===== src/rtl/btb_next_pc.sv =====
// btb_next_pc: fetch-stage PC register with direct-mapped BTB prediction and mispredict redirect
//   clk, rst_n                : clock, asynchronous active-low reset
//   stall_F                   : hold pc_F
//   predict                   : PHT counter for pc_F (bit 1 = taken)
//   branch_E, jump_E, take_E  : resolving branch/jump and its actual outcome
//   pc_E, target_E            : PC and actual target of the resolving instruction
//   pred_taken_E, pred_target_E : prediction carried down the pipe with it
//   pc_F, pred_taken_F, pred_target_F : fetch PC and its prediction
//   flush                     : mispredict this cycle, kill younger F/D work
//   br_count, mp_count        : saturating resolved / mispredicted counts
module btb_next_pc #(
    parameter int ENTRIES = 16,
    parameter int PC_W = 32,
    parameter logic [PC_W-1:0] RESET_PC = '0
) (
    input  logic            clk,
    input  logic            rst_n,
    input  logic            stall_F,
    input  logic [1:0]      predict,
    input  logic            branch_E,
    input  logic            jump_E,
    input  logic            take_E,
    input  logic [PC_W-1:0] pc_E,
    input  logic [PC_W-1:0] target_E,
    input  logic            pred_taken_E,
    input  logic [PC_W-1:0] pred_target_E,
    output logic [PC_W-1:0] pc_F,
    output logic            pred_taken_F,
    output logic [PC_W-1:0] pred_target_F,
    output logic            flush,
    output logic [15:0]     br_count,
    output logic [15:0]     mp_count
);
    localparam int IDX_W = $clog2(ENTRIES);
    localparam int TAG_W = PC_W - IDX_W - 2;

    logic [ENTRIES-1:0] valid;
    logic [ENTRIES-1:0] is_jump;
    logic [TAG_W-1:0]   tag [ENTRIES];
    logic [PC_W-1:0]    target [ENTRIES];
    logic [IDX_W-1:0]   idx_F;
    logic [IDX_W-1:0]   idx_E;
    logic               resolve;
    logic               actual_taken;
    logic               mispredict;
    logic [PC_W-1:0]    target_al;
    logic [PC_W-1:0]    actual_next;
    logic               unused;

    assign unused = ^{predict[0], pred_taken_E, pc_E[1:0], target_E[1:0]};

    assign idx_F = pc_F[IDX_W+1:2];
    assign idx_E = pc_E[IDX_W+1:2];
    assign pred_taken_F = valid[idx_F] && tag[idx_F] == pc_F[PC_W-1:IDX_W+2] && (is_jump[idx_F] || predict[1]);
    assign pred_target_F = pred_taken_F ? target[idx_F] : pc_F + PC_W'(4);

    assign resolve = branch_E | jump_E;
    assign actual_taken = jump_E | (branch_E & take_E);
    // Word-align everything that can become pc_F.
    assign target_al = {target_E[PC_W-1:2], 2'b00};
    assign actual_next = actual_taken ? target_al : {pc_E[PC_W-1:2], 2'b00} + PC_W'(4);
    // Gated by rst_n so flush stays low while reset is held.
    assign mispredict = rst_n && resolve && actual_next != pred_target_E;
    assign flush = mispredict;

    always_ff @(posedge clk or negedge rst_n) begin
        if (!rst_n) begin
            pc_F     <= RESET_PC;
            valid    <= '0;
            br_count <= '0;
            mp_count <= '0;
        end else begin
            pc_F <= mispredict ? actual_next : stall_F ? pc_F : pred_target_F;
            if (actual_taken) valid[idx_E] <= 1'b1;
            if (resolve && br_count != 16'hFFFF) br_count <= br_count + 16'd1;
            if (mispredict && mp_count != 16'hFFFF) mp_count <= mp_count + 16'd1;
        end
    end

    // Payload only matters while valid is set, so it needs no reset.
    always_ff @(posedge clk) begin
        if (actual_taken) begin
            tag[idx_E]     <= pc_E[PC_W-1:IDX_W+2];
            target[idx_E]  <= target_al;
            is_jump[idx_E] <= jump_E;
        end
    end
endmodule


===== config.mk =====
export PLATFORM = sky130hd
export DESIGN_NAME = btb_next_pc
export DESIGN_NICKNAME = d
export VERILOG_FILES = /design/src/rtl/btb_next_pc.sv
export SDC_FILE = /design/constraint.sdc
export NUM_CORES = 1
export LEC_CHECK = 0
export ABC_AREA = 0
export CAP_MARGIN = 20
export CORE_AREA = 8 8 241 475
export CTS_CLUSTER_DIAMETER = 40
export DETAILED_ROUTE_END_ITERATION = 16
export DIE_AREA = 0 0 249 483
export PLACE_DENSITY = 0.52
export REMOVE_ABC_BUFFERS = 1
export SLEW_MARGIN = 20
export SYNTH_ARGS = -nofsm -noshare
export SYNTH_HDL_FRONTEND = slang
export SYNTH_SLANG_ARGS = --single-unit

===== constraint.sdc =====
create_clock -name clk -period 7.3 [get_ports clk]
set_input_delay 1.825 -clock clk [delete_from_list [all_inputs] [get_ports clk]]
set_output_delay 1.825 -clock clk [all_outputs]
set_load 0.005 [all_outputs]

==> results_dict.tcl <==
set metrics [dict create \
    outcome "finished, final reports clean" \
    grt_pass1_wl_mm 183 \
    worst_r2r_endpoint "pc_F[5]" \
    crit_start "branch_E" \
    max_freq_mhz 138 \
    synth_commonest_cells "edfxtp_1, mux4_2, nand2_1" \
    synth-xor-area-share_pct 2.81 \
    cts_made_buffers 107 \
    total_power_uw 14800 \
    max_stage_delay_ps 510 \
    wire_per_inst_um 31.5 \
    path_max_fanout 8 \
    grt.overflow.total 0 \
    wirelength_mm 130 \
    yosysMostFrequentCell "edfxtp_1" \
    yosys-top-cells-area "edfxtp_1, mux4_2, dfrtp_1" \
    crit_arrival_ps 5400 \
    rrSetupSlack_ps 2940 \
    slew_headroom_pct 26.6 \
    antenna_found_initial 3 \
    finalCriticalPeriod_ps 7220 \
    grt_max_degree 59 \
    cts-root-buf "clkbuf_16" \
    power_switching_share_pct 27.3 \
    die_w_um 249 \
    dp.cells 3929 \
    seq_power_share_pct 44.8 \
    grt_util_met3_pct 3.86 \
    clock_sinks 992 \
    skew_ps 57.0 \
    clockPowerShare_pct 37.9 \
    final_util_pct 46.4 \
    dr.first_iter.drc_count 2358 \
    worst-path-stages 14 \
    worst_pin_slew_ps 1100 \
    gp_congestion 0.950 \
    synth-edff-count 912 \
    synthCells 2302 \
    dr.pass1.iters 5 \
    synth-simple-area-share_pct 5.25 \
    clockBufferDepth 3 \
    max-cap-violations 0 \
    path_cells "clkdlybuf4s50_1 > buf_4 > buf_4 > a21oi_4 > buf_4 > buf_4 > mux2i_1 > o221ai_1 > a311oi_1 > nand4_1 > nor4_1 > buf_4 > a31oi_4 > clkdlybuf4s50_1" \
    setup_viol 0 \
    power_frac_comb_pct 17.3 \
    path_buf_inv 7 \
    crit_end "flush" \
    synth_fa_ha_area_share_pct 0.210 \
    cp-start-kind "primary input" \
    die_y_um 483 \
    hp-class "flop to flop" \
    h-tree-depth 3 \
    tns_ps 0 \
    slew_viol_final 0 \
    ys_ff_latch 992 \
    initial_utilization_pct 38.7 \
    cellPowerDensity_mw_per_mm2 295 \
    p_sw_uw 4050 \
    grtUsageMet1_pct 29.0 \
    track_usage_pct 21.2 \
    core.rowCount 171 \
    async_reset_ff_share_pct 8.06 \
    avgViaCountPerCell 5.74 \
    drtAntennaViolNets 0 \
    dp_hpwl_mm 82.5 \
    synth_compound_area_share_pct 3.46 \
    required_ps 5480 \
    drive_gt1_share_pct 25.1 \
    worstSetupEndpointType "output port" \
    synth_area_leader_cell "edfxtp_1" \
    reg2reg_depth 12 \
    global_route.usage.met2_pct 34.4 \
    synth.mux.area_fraction_pct 16.1 \
    via_count 23709 \
    netlist_area_mm2 0.0418 \
    slowest_stage "clkdlybuf4s50_1" \
    clk_latency_ps 750 \
    grt_pass1_vias 24270 \
    areaGrowthSynthToFinish_pct 20.0 \
    crit_family "buffers and inverters" \
    ys_seq_area_share_pct 70.3 \
    vdd_drop_max_uv 256 \
    fin_nets 2767 \
    cts_tree "done" \
    top_usage_layer "met2" \
    ys_types 73 \
    grt_setup_unrepaired "false" \
    core_area_mm2 0.108 \
    critPathKind "primary input to output port" \
    drc_errors 0 \
    r2r-start "pc_F[3]" \
    p_leak_uw 0.0170 \
    port_buffers 196 \
    hold_buffers 0 \
    crit_path_frequent_cell "buf_4" \
    p_int_uw 10800 \
    clk_pin_slew_ps 60 \
    whs_ps 467 \
    yosysTopAreaCellShare_pct 65.5 \
    synth_flop_cell "edfxtp_1" \
    io_pins 203 \
    dieArea_mm2 0.120 \
    synth.avg_cell_area_um2 18.2 \
    synth_top_family_by_area "multiplexers" \
    finalHoldViolCount 0 \
    finalCritPeriodShare_pct 98.9 \
    nFillCells 9186 \
    finalNonFillerCells 4134 \
    ys.warnings.count 0 \
]
timing repair:
action,in CTS,in global routing
buffers inserted,0,1
gates resized for setup,7,6
pin swaps,0,1
setup endpoints to repair,1,28
power groups by stage:
stage / logic [uW] / clock network, uW / registers (uW)
finish: 2560 / 5610 / 6640
CTS: 2580 / 5720 / 6640
global placement: 2560 / 0 / 6750
floorplan: 1590 / 0 / 6860
global route: 2710 / 5910 / 6660
detailed placement: 2570 / 0 / 6760
kinds of logic (layout without fill, tap and decap cells):
group | after synthesis | count (layout)
xor+xnor | 134 | 134
compound gates | 205 | 205
mux | 366 | 366
other cells | 0 | 3
flops | 992 | 992
fa+ha+maj | 7 | 7
simple gates | 433 | 433
buf+inv | 165 | 610
final cells by class:
| class | count | area (um2) | share of cell area [%] |
|---|---|---|---|
| Tap cell | 1384 | 1730 | 3.45 |
| Inverter | 34 | 130 | 0.259 |
| Antenna cell | 3 | 7.51 | 0.0150 |
| Sequential cell | 992 | 29400 | 58.6 |
| Multi-Input combinational cell | 1145 | 11800 | 23.4 |
| Timing Repair Buffer | 375 | 3460 | 6.89 |
| Clock buffer | 121 | 2750 | 5.48 |
| Clock inverter | 80 | 935 | 1.86 |
routing by layer:
metal	wire length [um]	share of wire [%]
met2	62500	48
met5	0	0
met3	8940	6.9
met4	3260	2.5
met1	55600	43
flip-flops by register name, indices dropped and copies added (netlist names):
register and count:
mp_count 16, valid 16, is_jump 16, tag 416, br_count 16, pc_F 32, target 480
worst min path at each step:
stage                     cells past startpoint        end       from  slack [ps]
final                                         1  valid[10]  valid[10]         470
after detailed placement                      1  valid[10]  valid[10]         450
after floorplan                               1  valid[14]  valid[14]         430
after global placement                        1   valid[6]   valid[6]         450
after CTS                                     1  valid[10]  valid[10]         470
after global routing                          1  valid[13]  valid[13]         480
metrics by stage:
| step | area (um2) | setup WS [ps] |
|---|---|---|
| floorplan | 41200 | -7150 |
| global placement | 46400 | -171 |
| detailed placement | 46400 | -184 |
| CTS | 50100 | 38.5 |
| global route | 50200 | 3.96 |
| finish | 50200 | 78.3 |
placed cells by master, fill, tap and decap left out, types with 44 or more instances in the layout:
cell	Yosys	routed
buf_4	15	167
clkbuf_16	0	108
clkdlybuf4s50_1	0	190
dfrtp_1	80	76
edfxtp_1	912	912
mux2i_1	86	86
mux4_2	237	237
nand2_1	128	128
nand4_1	44	44
nor2_1	76	75
o21ai_0	48	48
xnor2_1	89	89
xor2_1	45	44
No activity file was read; power rests on OpenSTA's default activity.
